--- src/rtl/hazard_forward_unit.sv ---
// hazard_forward_unit
// Hazard detection and operand forwarding for the MIPS150 pipeline.
// Keeps a short shift register of destination registers for the producer
// stages behind ID, picks the youngest matching producer for each ALU
// operand, stalls ID on load-use hazards, and counts stall cycles.
// Internally stage 1 (youngest) lives at array index 0.

module hazard_forward_unit #(
  parameter  int NUM_STAGES = 3,
  parameter  int LOAD_LAT   = 1,
  parameter  int REG_AW     = 5,
  parameter  int CNT_W      = 32,
  localparam int SELW       = $clog2(NUM_STAGES + 1),
  localparam int LCW        = $clog2(LOAD_LAT + 1)
) (
  input  logic              clk,
  input  logic              reset,
  input  logic              id_valid,
  input  logic [REG_AW-1:0] id_rs,
  input  logic [REG_AW-1:0] id_rt,
  input  logic              id_rs_used,
  input  logic              id_rt_used,
  input  logic              id_wr_en,
  input  logic [REG_AW-1:0] id_wr_addr,
  input  logic              id_is_load,
  input  logic              flush,
  output logic [SELW-1:0]   fwd_sel_a,
  output logic [SELW-1:0]   fwd_sel_b,
  output logic              stall,
  output logic [CNT_W-1:0]  stall_count
);

  // Per-stage producer state: valid, destination register, load countdown.
  logic [NUM_STAGES-1:0] stage_v;
  logic [REG_AW-1:0]     stage_addr [NUM_STAGES];
  logic [LCW-1:0]        stage_cnt  [NUM_STAGES];

  // Per-stage match vectors for each source operand.
  logic [NUM_STAGES-1:0] match_a;
  logic [NUM_STAGES-1:0] match_b;

  // Hazard flags derived from the selected (youngest) producer.
  logic hazard_a;
  logic hazard_b;

  // Value entering stage 1 on the next edge.
  logic              load_v;
  logic [REG_AW-1:0] load_addr;
  logic [LCW-1:0]    load_cnt;

  // Compare each tracked destination against both sources; r0 never matches.
  always_comb begin
    match_a = '0;
    match_b = '0;
    for (int k = 0; k < NUM_STAGES; k++) begin
      match_a[k] = stage_v[k] && (stage_addr[k] == id_rs) &&
                   (id_rs != '0) && id_rs_used;
      match_b[k] = stage_v[k] && (stage_addr[k] == id_rt) &&
                   (id_rt != '0) && id_rt_used;
    end
  end

  // Priority-select the youngest matching stage; scan oldest-first so the
  // youngest assignment is the one that sticks.
  always_comb begin
    fwd_sel_a = '0;
    fwd_sel_b = '0;
    hazard_a  = 1'b0;
    hazard_b  = 1'b0;
    for (int k = NUM_STAGES - 1; k >= 0; k--) begin
      if (match_a[k]) begin
        fwd_sel_a = SELW'(k + 1);
        hazard_a  = (stage_cnt[k] != '0);
      end
      if (match_b[k]) begin
        fwd_sel_b = SELW'(k + 1);
        hazard_b  = (stage_cnt[k] != '0);
      end
    end
  end

  // A flushed or invalid ID instruction can never stall the pipe.
  always_comb begin
    stall = id_valid && !flush && (hazard_a || hazard_b);
  end

  // Decide what enters stage 1: a real producer or a bubble.
  always_comb begin
    load_v    = 1'b0;
    load_addr = '0;
    load_cnt  = '0;
    if (!stall && !flush && id_valid && id_wr_en && (id_wr_addr != '0)) begin
      load_v    = 1'b1;
      load_addr = id_wr_addr;
      load_cnt  = id_is_load ? LCW'(LOAD_LAT) : '0;
    end
  end

  // Shift the producer tracker every cycle, aging load countdowns to zero.
  always_ff @(posedge clk or negedge reset) begin
    if (!reset) begin
      stage_v <= '0;
      for (int k = 0; k < NUM_STAGES; k++) begin
        stage_addr[k] <= '0;
        stage_cnt[k]  <= '0;
      end
    end else begin
      for (int k = NUM_STAGES - 1; k > 0; k--) begin
        stage_v[k]    <= stage_v[k-1];
        stage_addr[k] <= stage_addr[k-1];
        stage_cnt[k]  <= (stage_cnt[k-1] != '0) ? (stage_cnt[k-1] - LCW'(1)) : '0;
      end
      stage_v[0]    <= load_v;
      stage_addr[0] <= load_addr;
      stage_cnt[0]  <= load_cnt;
    end
  end

  // Saturating stall-cycle counter for performance measurement.
  always_ff @(posedge clk or negedge reset) begin
    if (!reset) begin
      stall_count <= '0;
    end else if (stall && (stall_count != '1)) begin
      stall_count <= stall_count + CNT_W'(1);
    end
  end

endmodule

--- config.mk ---
export PLATFORM = sky130hd
export DESIGN_NAME = hazard_forward_unit
export DESIGN_NICKNAME = d
export VERILOG_FILES = /design/src/rtl/hazard_forward_unit.sv
export SDC_FILE = /design/constraint.sdc
export NUM_CORES = 1
export LEC_CHECK = 0
export CORE_UTILIZATION = 35
export CTS_CLUSTER_DIAMETER = 40
export CTS_CLUSTER_SIZE = 16
export DETAILED_ROUTE_END_ITERATION = 7
export GPL_TIMING_DRIVEN = 0
export PLACE_DENSITY = 0.7
export SYNTH_ARGS = -nofsm -noshare
export SYNTH_HDL_FRONTEND = slang
export SYNTH_SLANG_ARGS = --single-unit
--- constraint.sdc ---
create_clock -name clk -period 2.6 [get_ports clk]
set_input_delay 0.52 -clock clk [delete_from_list [all_inputs] [get_ports clk]]
set_output_delay 0.52 -clock clk [all_outputs]
set_load 0.1 [all_outputs]
# Yosys cells after proc, flatten, opt, wreduce, memory -nomap -nowiden
# Cells that the tools add are included.
# W data, S select, Z words.
# op_classes
mux	18
n_addsub	3
n_eq_ne	7
reduce_logical	31
# op_table
cell	n
$add A32 B1 Y32 const B	1
$ne A32 B32 Y1 const B	1
$eq A5 B5 Y1	6
$logic_and A1 B1 Y1	25
$reduce_bool A5 Y1	3
$mux W2	6
$mux W1	11
$mux W5	1
$logic_not A1 Y1	2
$sub A1 B1 Y1 const B	2
$logic_or A1 B1 Y1	1
# word_totals
output_inout_bits	37
wordCells	67
register_bits	53

# Longest topological paths before layout
# depth
word_depth	15
mapped_depth	8
ltp_nobuf	7

# Worst setup path after synthesis
# No wires, ideal clock.
# synth_timing
path_kind	input -> output
start	input id_rs[0]
end	output fwd_sel_a[0]
stages	4
path_buffers	0
arrival_time_ps	3666
path_slack_ps	-1586
cell_sequence	or4_1 -> o21ai_0 -> nor3_1 -> o31ai_1
# synth_via
elab_chain_len	7
elab_cells_between_ends	16
# synth_rtl
item	line_no	source
start, declared	19	input logic [REG_AW-1:0] id_rs,
$eq A5 B5 Y1	56	match_a[k] = stage_v[k] && (stage_addr[k] == id_rs) &&
$logic_and A1 B1 Y1 (2 in series)	56	
$logic_and A1 B1 Y1	57	(id_rs != '0) && id_rs_used;
$mux W2 (2 in series)	71	if (match_a[k]) begin
$mux W2 (*)	71	
end, declared	27	output logic [SELW-1:0] fwd_sel_a,
# Every way passes the cells marked *; elsewhere a longest branch is shown, timed or not.

# Worst setup path in the final report
# layout_timing
start	input id_rt[0]
end	output fwd_sel_b[0]
# layout_via
elab_chain_len	7
elab_cells_between_ends	16
# layout_rtl
item	line_no	source
start, declared	20	input logic [REG_AW-1:0] id_rt,
$eq A5 B5 Y1	58	match_b[k] = stage_v[k] && (stage_addr[k] == id_rt) &&
$logic_and A1 B1 Y1 (2 in series)	58	
$logic_and A1 B1 Y1	59	(id_rt != '0) && id_rt_used;
$mux W2 (2 in series)	75	if (match_b[k]) begin
$mux W2 (*)	75	
end, declared	28	output logic [SELW-1:0] fwd_sel_b,
# Marked as above.

==> summary.md <==
| Metric | Value |
|---|---|
| Die Y | 86.1 um |
| Final Cycle Share | 0.987 |
| Layout Utilization | 0.517 |
| DRT iter0 DRCs | between 70 and 80 |
| Final cell count without fillers | ~410 |
| Total negative slack | 0 ns |
| Number of remaining DRC errors | 0 |
| Setup violations, final | 0 |
| Minimum clock period | approximately 2.6 ns |
| Initial antenna violation count | 0 |
| Post-synth EDFFs | 0 |
| Die W | 86.1 um |
| Via density | around 4.8 |
| Reg2reg end | stall_count[29]$_DFFE_PN0P_ |
| Flops & latches, synth | between 50 and 60 |
| FFs w/ async S/R, synth | 1.00 |
| Outcome | finished, final reports clean |
| Main combinational cell family by area after synthesis | XOR/XNOR gates |
| Final Hold Fails | 0 |
| Worst R2R Setup Slack | about 0.15 ns |
| Number of I/O pins | 60 |
| Synth Warn # | 0 |
| Pin count of the biggest net entering global routing | 28 |
| Starting density of the core | 0.363 |
| Gr ovfl total | 0 |
| Yosys cell types | 30 |
| CTS sink cnt | a little over 50 |
| Share of cells above drive strength 1 | 0.222 |
| Drt pass-1 iters | 4 |
| Synth Instances | about 230 |
| Number of global-route vias before repair | 2006 |
| Most frequent cells in the layout | 43 x clkdlybuf4s50_1, 42 x xor2_1, 35 x dfrtp_1 |
| Syn avg cell area | 10.6 um^2 |
| Antenna cells | 0 |
| Worst Setup Start Kind | primary input |
| Critical R2R Launch | stage_addr[13]$_DFF_PN0_ |
| Skew final | 0.0165 ns |
| Via Count | around 2000 |
| Worst reg2reg path depth | 8 |
| CP startpoint | id_rt[0] |
| Fmax | slightly below 400 MHz |
| Post-Synth XOR/XNOR Area | 0.216 |
| # nets final | between 300 and 400 |
| Most common cell after layout, fill and taps aside | clkdlybuf4s50_1 |
| Mapped Area | roughly 2500 um^2 |
| Worst Setup EP | fwd_sel_b[0] |
| Worst vdd ir | approximately 0.20 mV |
| H-tree lvl count | 2 |
| Tot GR Track Use | 0.166 |
| TritonCTS buffer count | 5 |
| Power per Cell Area | approximately 420 nW/um^2 |
| Syn nets | approximately 260 |
| Post-DP HPWL | ~4100 um |
| Core area | around 6800 um^2 |
| Worst setup EP type | output pin |
| DRT antenna net count | 0 |
| Register area share after synthesis | 0.515 |
| CTS Root Cell | clkbuf_8 |
| Final Slew Violations | 0 |
| Drt total wl | roughly 5600 um |
| Mux cell area share after synthesis | 0.00455 |
| CTS tree | done |
| Ys flop type | dfrtp_1 |
| Hold Slack | 0.200 ns |
| Input/output buffers | between 50 and 60 |
| Slew margin rel. | 0.341 |
| Max Root-Sink Buffers | 2 |
| Wire length of the first global-routing pass | ~9700 um |
| Routed len/inst | roughly 14 um |
| LEAKAGE | 1.61 nW |
| Max-cap violations | 0 |
| Placer Congestion | a little under 0.8 |
| Adder-Cell Fraction of Synth Area | 0.00505 |
| Compound-Gate Fraction of Synth Area | 0.0318 |
| Reg clk slew, reported paths | around 0.09 ns |
| Layout Area Growth over Synthesis | 42.6% |
| Least-Margin Pin Slew | ~0.99 ns |
| Critical Path AT | a little over 2 ns |
| Die area | ~7400 um^2 |
| Critical-path maximum fanout | 5 |
| Worst Path Class, Setup | in -> out |
| Simple-Gate Fraction of Synth Area | 0.213 |
| DP Cell Count | 390 |
| Row Count | 30 |
| HP Class | in -> async |
| Final Total Pwr | roughly 1.5 mW |
| Worst skew pair latency | ~0.31 ns |
| Critical Path RT | 2.08 ns |
==> worst min path at each step <==
| stage | from | end | slack (ns) | cells past startpoint |
|---|---|---|---|---|
| after global routing | reset | stall_count[29]$_DFFE_PN0P_ | 0.23 | 1 |
| after detailed placement | stage_v[1]$_DFF_PN0_ | stage_v[2]$_DFF_PN0_ | 0.40 | 0 |
| after global placement | stage_v[1]$_DFF_PN0_ | stage_v[2]$_DFF_PN0_ | 0.39 | 0 |
| final | reset | stall_count[29]$_DFFE_PN0P_ | 0.20 | 1 |
| after CTS | reset | stall_count[29]$_DFFE_PN0P_ | 0.22 | 1 |
| after floorplan | reset | stage_addr[0]$_DFF_PN0_ | 0.22 | 0 |
==> layer usage <==
metal / part of all wire / global-route usage / wire length [um] / vias up
li1: - / - / - / 948
met1: 0.44 / 0.215 / 2460 / 961
met2: 0.51 / 0.287 / 2900 / 35
met3: 0.038 / 0.0308 / 214 / 6
met4: 0.010 / 0.0424 / 59 / 0
met5: 0 / 0 / 0 / -
==> per-stage QoR <==
stage,setup WS (ns),instance area (um^2)
2_1_floorplan,-0.136,2570
3_3_place_gp,-1.43,3280
3_5_place_dp,-1.44,3290
4_1_cts,0.00707,3450
5_1_grt,-0.0150,3530
6_report,0.0327,3530
==> synthesized netlist by cell type (3+ instances only) <==
library cell / count / area, um^2
nand3_1: 13 / 65.1
inv_1: 5 / 18.8
nor2_1: 16 / 60.1
xnor2_1: 19 / 166
xor2_1: 42 / 368
o21a_1: 3 / 22.5
nand4_1: 8 / 50.1
nor4_1: 9 / 56.3
and2_1: 5 / 31.3
buf_2: 3 / 15.0
or4_1: 3 / 22.5
dfrtp_1: 51 / 1280
nand2_1: 18 / 67.6
and4_1: 3 / 26.3
nor3_1: 16 / 80.1
==> layout make-up <==
type                       instances  area (um^2)
multi-input combinational        174         1280
tap                               96          120
clock buffer                       5         68.8
fill                             635         3300
sequential                        51         1300
clock inverter                     3         43.8
buffer                             4         18.8
timing repair buffer              69          689
inverter                           5         18.8
==> critical path, stage by stage <==
cell      delay [ns]
buf_2           0.15
or4_4           0.55
o21ai_4         0.16
nand4b_1        0.25
buf_4           0.17
o31ai_4         0.07
buf_12          0.17
==> flip-flops by register name, indices dropped and copies added (netlist names) <==
| name | count |
|---|---|
| stage_v | 3 |
| stage_addr | 15 |
| stage_cnt | 1 |
| stall_count | 32 |
==> kinds of logic (layout without fill, tap and decap cells) <==
logic type      Yosys count  count (layout)
xor+xnor                 61              61
mux                       1               1
buf+inv                   9              86
flops                    51              51
fa+ha+maj                 1               1
compound gates           11              11
simple gates            100             100
==> power by group <==
part | internal, mW | total, mW | switching [mW] | leakage [nW]
clock | 0.287 | 0.555 | 0.268 | 0.0581
sequential | 0.801 | 0.808 | 0.00784 | 0.667
combinational | 0.0563 | 0.115 | 0.0588 | 0.889
total | 1.14 | 1.48 | 0.334 | 1.61
==> timing repair <==
action | CTS | global route
cloned | 0 | 0
gates resized for setup | 67 | 20
buffers inserted | 6 | 3
setup endpoints to repair | 41 | 35
pin swaps | 6 | 6
hold buffers | 0 | 0
No activity file was read; power rests on OpenSTA's default activity.
==> edit 1 (config.mk and constraints unchanged) <==
Change the parameter `NUM_STAGES` from 3 to 6.
--- a/src/rtl/hazard_forward_unit.sv
+++ b/src/rtl/hazard_forward_unit.sv
@@ -6,7 +6,7 @@
 // Internally stage 1 (youngest) lives at array index 0.
 
 module hazard_forward_unit #(
-  parameter  int NUM_STAGES = 3,
+  parameter  int NUM_STAGES = 6,
   parameter  int LOAD_LAT   = 1,
   parameter  int REG_AW     = 5,
   parameter  int CNT_W      = 32,
Interface: changed (resized fwd_sel_a and fwd_sel_b); port bits go from 60 to 62. No check against the original RTL was run, so the function may have changed too.
==> edit 1 against the unedited design <==
The flow now finishes with violations (setup timing); total power up 61%; via count grew 46%; routed wire length is 61% higher; setup slack lost 140 ps; synthesized area is 44% higher; sequential cell count up 18; clock power rose by 93%; design area grew 41%; highest routed layer unchanged.
==> edit 1: results (changes against the unedited design) <==
\begin{tabular}{lr}
\hline
Metric & Value \\
\hline
\multicolumn{2}{l}{\textbf{Outcome}} \\
Outcome & complete, but fails checks \\
Violations in the final reports & setup timing \\
\multicolumn{2}{l}{\textbf{Pwr}} \\
Sw Ratio & 23.2\% (+0.54 points) \\
LEAKAGE & 0.00215 uW (+33\%) \\
IR Drop Worst-Case VDD & 0.260 mV (+29\%) \\
Power consumed by combinational cells & 207 uW (+80\%) \\
Reported clock group power & 1070 uW (+93\%) \\
\multicolumn{2}{l}{\textbf{Detailed routing}} \\
Wire length on met3 & 397 um (+86\%) \\
DRT met1 WL & 3990 um (+62\%) \\
Via density per instance & 5.18 (+8.0\%) \\
Total Routed Length & 9060 um (+61\%) \\
\multicolumn{2}{l}{\textbf{Worst setup path}} \\
Startpoint of the lowest-slack register-to-register path & stage\_addr[25]\$\_DFF\_PN0\_ \\
Worst reg2reg endpoint & stall\_count[13]\$\_DFFE\_PN0P\_ \\
Slowest cell delay on critical path & 320 ps (-230 ps) \\
Arrival time at the worst endpoint & 2190 ps (+140 ps) \\
Worst Reg2Reg Path Length in Cells & 7 (-1) \\
Critical Path Source & id\_rt[3] \\
\multicolumn{2}{l}{\textbf{Layout}} \\
Post-route design area & 4970 sq um (+41\%) \\
Share of cells above drive strength 1 & 24.0\% (+1.8 points) \\
Final \#Nets & 436 (+31\%) \\
Number of standard cells in the layout, taps in and fillers out & 550 (+35\%) \\
Biggest registers after layout & stall\_count x32, stage\_addr x30, stage\_v x6 \\
Fill count & 902 (+42\%) \\
\multicolumn{2}{l}{\textbf{Synthesis}} \\
Cell types with the highest counts after synthesis & dfrtp\_1, xor2\_1, xnor2\_1 \\
Synthesized netlist net count & 351 (+36\%) \\
Adder and majority gate portion of the synthesized area & 0.350\% (-0.16 points) \\
Number of library cell types mapped by synthesis & 36 (+20\%) \\
Post-synthesis compound-gate area fraction & 3.32\% (+0.14 points) \\
Dominant cells by area after synthesis & dfrtp\_1, xor2\_1, xnor2\_1 \\
\multicolumn{2}{l}{\textbf{Placement}} \\
I/O Buffers & 51 (-14\%) \\
Worst setup timing slack at the placement stage & -1180 ps (+255 ps) \\
Final weighted congestion in routability-driven placement & 0.829 (+5.2\%) \\
Placement Cell Area & 4380 sq um (+33\%) \\
Inst Count DP & 511 (+31\%) \\
\multicolumn{2}{l}{\textbf{Clock tree}} \\
Max H-tree Level & 3 (+1) \\
Worst-Skew Late Latency & 360 ps (+50 ps) \\
Clock buffers created by TritonCTS & 9 (+4) \\
\multicolumn{2}{l}{\textbf{STA}} \\
Slack of the critical path & -108 ps (-141 ps) \\
Worst slack on hold paths & 263 ps (+62.5 ps) \\
Relative slew margins & 34.2\% (+0.16 points) \\
Final setup violation count & 6 (+6) \\
Summed negative setup slack over all endpoints & -292 ps (-292 ps) \\
\multicolumn{2}{l}{\textbf{Global route}} \\
Global-route wire length before repair & 14300 um (+47\%) \\
Number of global-route vias before repair & 2839 (+42\%) \\
Met2 track demand over resource & 31.3\% (+2.6 points) \\
\hline
\end{tabular}
-- edit 1: cell types whose count changed in the layout (fill, tap and decap cells not counted), moves of 7 or more --
cell	before	now
dfrtp_1	35	66
xnor2_1	19	42
buf_4	9	26
nand4_1	8	25
dfrtp_2	16	3
nor2_1	16	9
-- edit 1: final cells by class --
| cell class | count | share of cell area (%) |
|---|---|---|
| Clock buffer | 10 | 2.57 |
| Inverter | 1 | 0.227 |
| Multi-Input combinational cell | 241 | 38.8 |
| Timing Repair Buffer | 74 | 14.7 |
| Tap cell | 133 | 3.35 |
| Buffer | 16 | 3.25 |
| Sequential cell | 69 | 34.8 |
| Clock inverter | 6 | 2.24 |
-- edit 1: worst register-to-register path: stages, from the launching register on --
cell and delay (ps):
dfrtp_1 410, xor2_1 170, nor4_2 340, nand4_1 190
a21o_4 280, buf_4 160, or4_4 540, xnor2_2 140
==> edit 2 (same settings) <==
Without the edit above. Register the output `stall_count` once more, without a reset; this adds one clock of latency there. The other outputs are not delayed to match.
--- a/src/rtl/hazard_forward_unit.sv
+++ b/src/rtl/hazard_forward_unit.sv
@@ -29,6 +29,8 @@
   output logic              stall,
   output logic [CNT_W-1:0]  stall_count
 );
+
+  logic [CNT_W-1:0] stall_count_s0;
 
   // Per-stage producer state: valid, destination register, load countdown.
   logic [NUM_STAGES-1:0] stage_v;
@@ -119,10 +121,14 @@
   // Saturating stall-cycle counter for performance measurement.
   always_ff @(posedge clk or negedge reset) begin
     if (!reset) begin
-      stall_count <= '0;
-    end else if (stall && (stall_count != '1)) begin
-      stall_count <= stall_count + CNT_W'(1);
+      stall_count_s0 <= '0;
+    end else if (stall && (stall_count_s0 != '1)) begin
+      stall_count_s0 <= stall_count_s0 + CNT_W'(1);
     end
+  end
+
+  always_ff @(posedge clk) begin
+    stall_count <= stall_count_s0;
   end
 
 endmodule
Function: changed (Yosys sat finds a counterexample within 4 cycles, from zero or initial values and one cycle with reset low).
==> edit 2 against the unedited design <==
The flow now finishes with violations (DRC); synthesized area is 31% higher; first-iteration DRC count increased by 54%; clock power up 72%; sequential cell count up 32; largest power group unchanged; setup slack got worse by 26 ps; cell count up 14%; total power up 61%; clock skew down 3.1 ps; count of clock-buffer cells in the layout is 7 higher; routed wire length is 20% higher; design area rose by 23%; critical path depth rose by 1; largest cell class unchanged.
==> edit 2: results (changes against the unedited design) <==
\begin{tabular}{lr}
\hline
Metric & Value \\
\hline
\multicolumn{2}{l}{\textbf{STA}} \\
Transition time of the tightest slew-check pin & 995 ps (+9.12 ps) \\
Worst slack on hold paths & 95.7 ps (-104 ps) \\
\multicolumn{2}{l}{\textbf{Synthesis}} \\
Cell count after synthesis & 274 (+17\%) \\
Cell types with the highest counts after synthesis & dfrtp\_1, xor2\_1, dfxtp\_1 \\
Fraction of synthesized area in multiplexers & 0.927\% (+0.47 points) \\
Yosys top cell area share & 39.4\% (-12 points) \\
Synthesized netlist net count & 298 (+16\%) \\
Dominant cells by area after synthesis & dfrtp\_1, dfxtp\_1, xor2\_1 \\
Adder and majority gate portion of the synthesized area & 0.386\% (-0.12 points) \\
Number of library cell types mapped by synthesis & 35 (+17\%) \\
Area share of xor/xnor cells in the synthesized design & 16.2\% (-5.3 points) \\
Synth async-reset ratio & 61.4\% (-39 points) \\
\multicolumn{2}{l}{\textbf{Clock tree}} \\
Clock buffers created by TritonCTS & 9 (+4) \\
\multicolumn{2}{l}{\textbf{Global route}} \\
Met2 track demand over resource & 23.7\% (-5.0 points) \\
Met3 track demand over resource & 3.22\% (+0.14 points) \\
Largest net degree at the start of global routing & 36 (+29\%) \\
Number of global-route vias before repair & 2316 (+15\%) \\
Total track usage & 15.6\% (-1.0 points) \\
Global-route wire length before repair & 11500 um (+18\%) \\
\multicolumn{2}{l}{\textbf{Placement}} \\
Worst setup timing slack at the placement stage & -1470 ps (-29.3 ps) \\
Placement Cell Area & 4020 sq um (+22\%) \\
Final weighted congestion in routability-driven placement & 0.773 (-1.9\%) \\
Inst Count DP & 442 (+13\%) \\
Hpwl dp & 4920 um (+19\%) \\
\multicolumn{2}{l}{\textbf{Pwr}} \\
Switching power of the nets & 522 uW (+56\%) \\
Clock power share & 40.2\% (+2.7 points) \\
LEAKAGE & 0.00195 uW (+21\%) \\
Internal power & 1850 uW (+62\%) \\
IR Drop Worst-Case VDD & 0.301 mV (+49\%) \\
\multicolumn{2}{l}{\textbf{Worst setup path}} \\
Slowest cell delay on critical path & 530 ps (-20 ps) \\
Critical Path Source & id\_rt[4] \\
Startpoint of the lowest-slack register-to-register path & stage\_addr[14]\$\_DFF\_PN0\_ \\
Maximum fanout along the worst path & 4 (-1) \\
Arrival time at the worst endpoint & 2070 ps (+20 ps) \\
Worst Reg2Reg Path Length in Cells & 10 (+2) \\
Internal reg-to-reg setup slack & 210 ps (+60 ps) \\
\multicolumn{2}{l}{\textbf{Layout}} \\
Biggest registers after layout & stall\_count x32, stall\_count\_s0 x32, stage\_addr x15 \\
Number of standard cells in the layout, taps in and fillers out & 464 (+14\%) \\
Share of cells above drive strength 1 & 18.3\% (-3.9 points) \\
\multicolumn{2}{l}{\textbf{Outcome}} \\
Violations in the final reports & DRC \\
Outcome & complete, but fails checks \\
\multicolumn{2}{l}{\textbf{Detailed routing}} \\
Number of remaining DRC errors & 5 (+5) \\
Router iterations before antenna repair & 6 (+2) \\
Total Routed Length & 6760 um (+20\%) \\
DRT met1 WL & 3100 um (+26\%) \\
\hline
\end{tabular}
edit 2: changes by cell type after synthesis, sizes merged, moves of 2 or more:
| cell | delta |
|---|---|
| dfxtp | +32 |
| inv | -3 |
| nand2 | -3 |
| nand3 | +5 |
| nand4 | +2 |
| nor2 | +2 |
| nor3 | +4 |
| nor3b | +2 |
| o21a | -2 |
| o31ai | -2 |
| xor2 | -2 |
edit 2: how the worst max path moves through the flow:
stage,slack [ps],to,cells after the start
2_1_floorplan,-150,fwd_sel_a[1],4
6_report,7,fwd_sel_b[0],8
5_1_grt,-50,fwd_sel_b[0],8
3_5_place_dp,-1470,stall,9
3_3_place_gp,-1450,stall,9
4_1_cts,2,fwd_sel_b[0],8
edit 2: cell type report:
class | count | area (sq um)
sequential | 83 | 1920
buffer | 3 | 27.5
inverter | 2 | 7.51
fill | 806 | 4510
clock buffer | 12 | 155
clock inverter | 4 | 56.3
timing repair buffer | 67 | 674
tap | 108 | 135
multi-input combinational | 185 | 1370
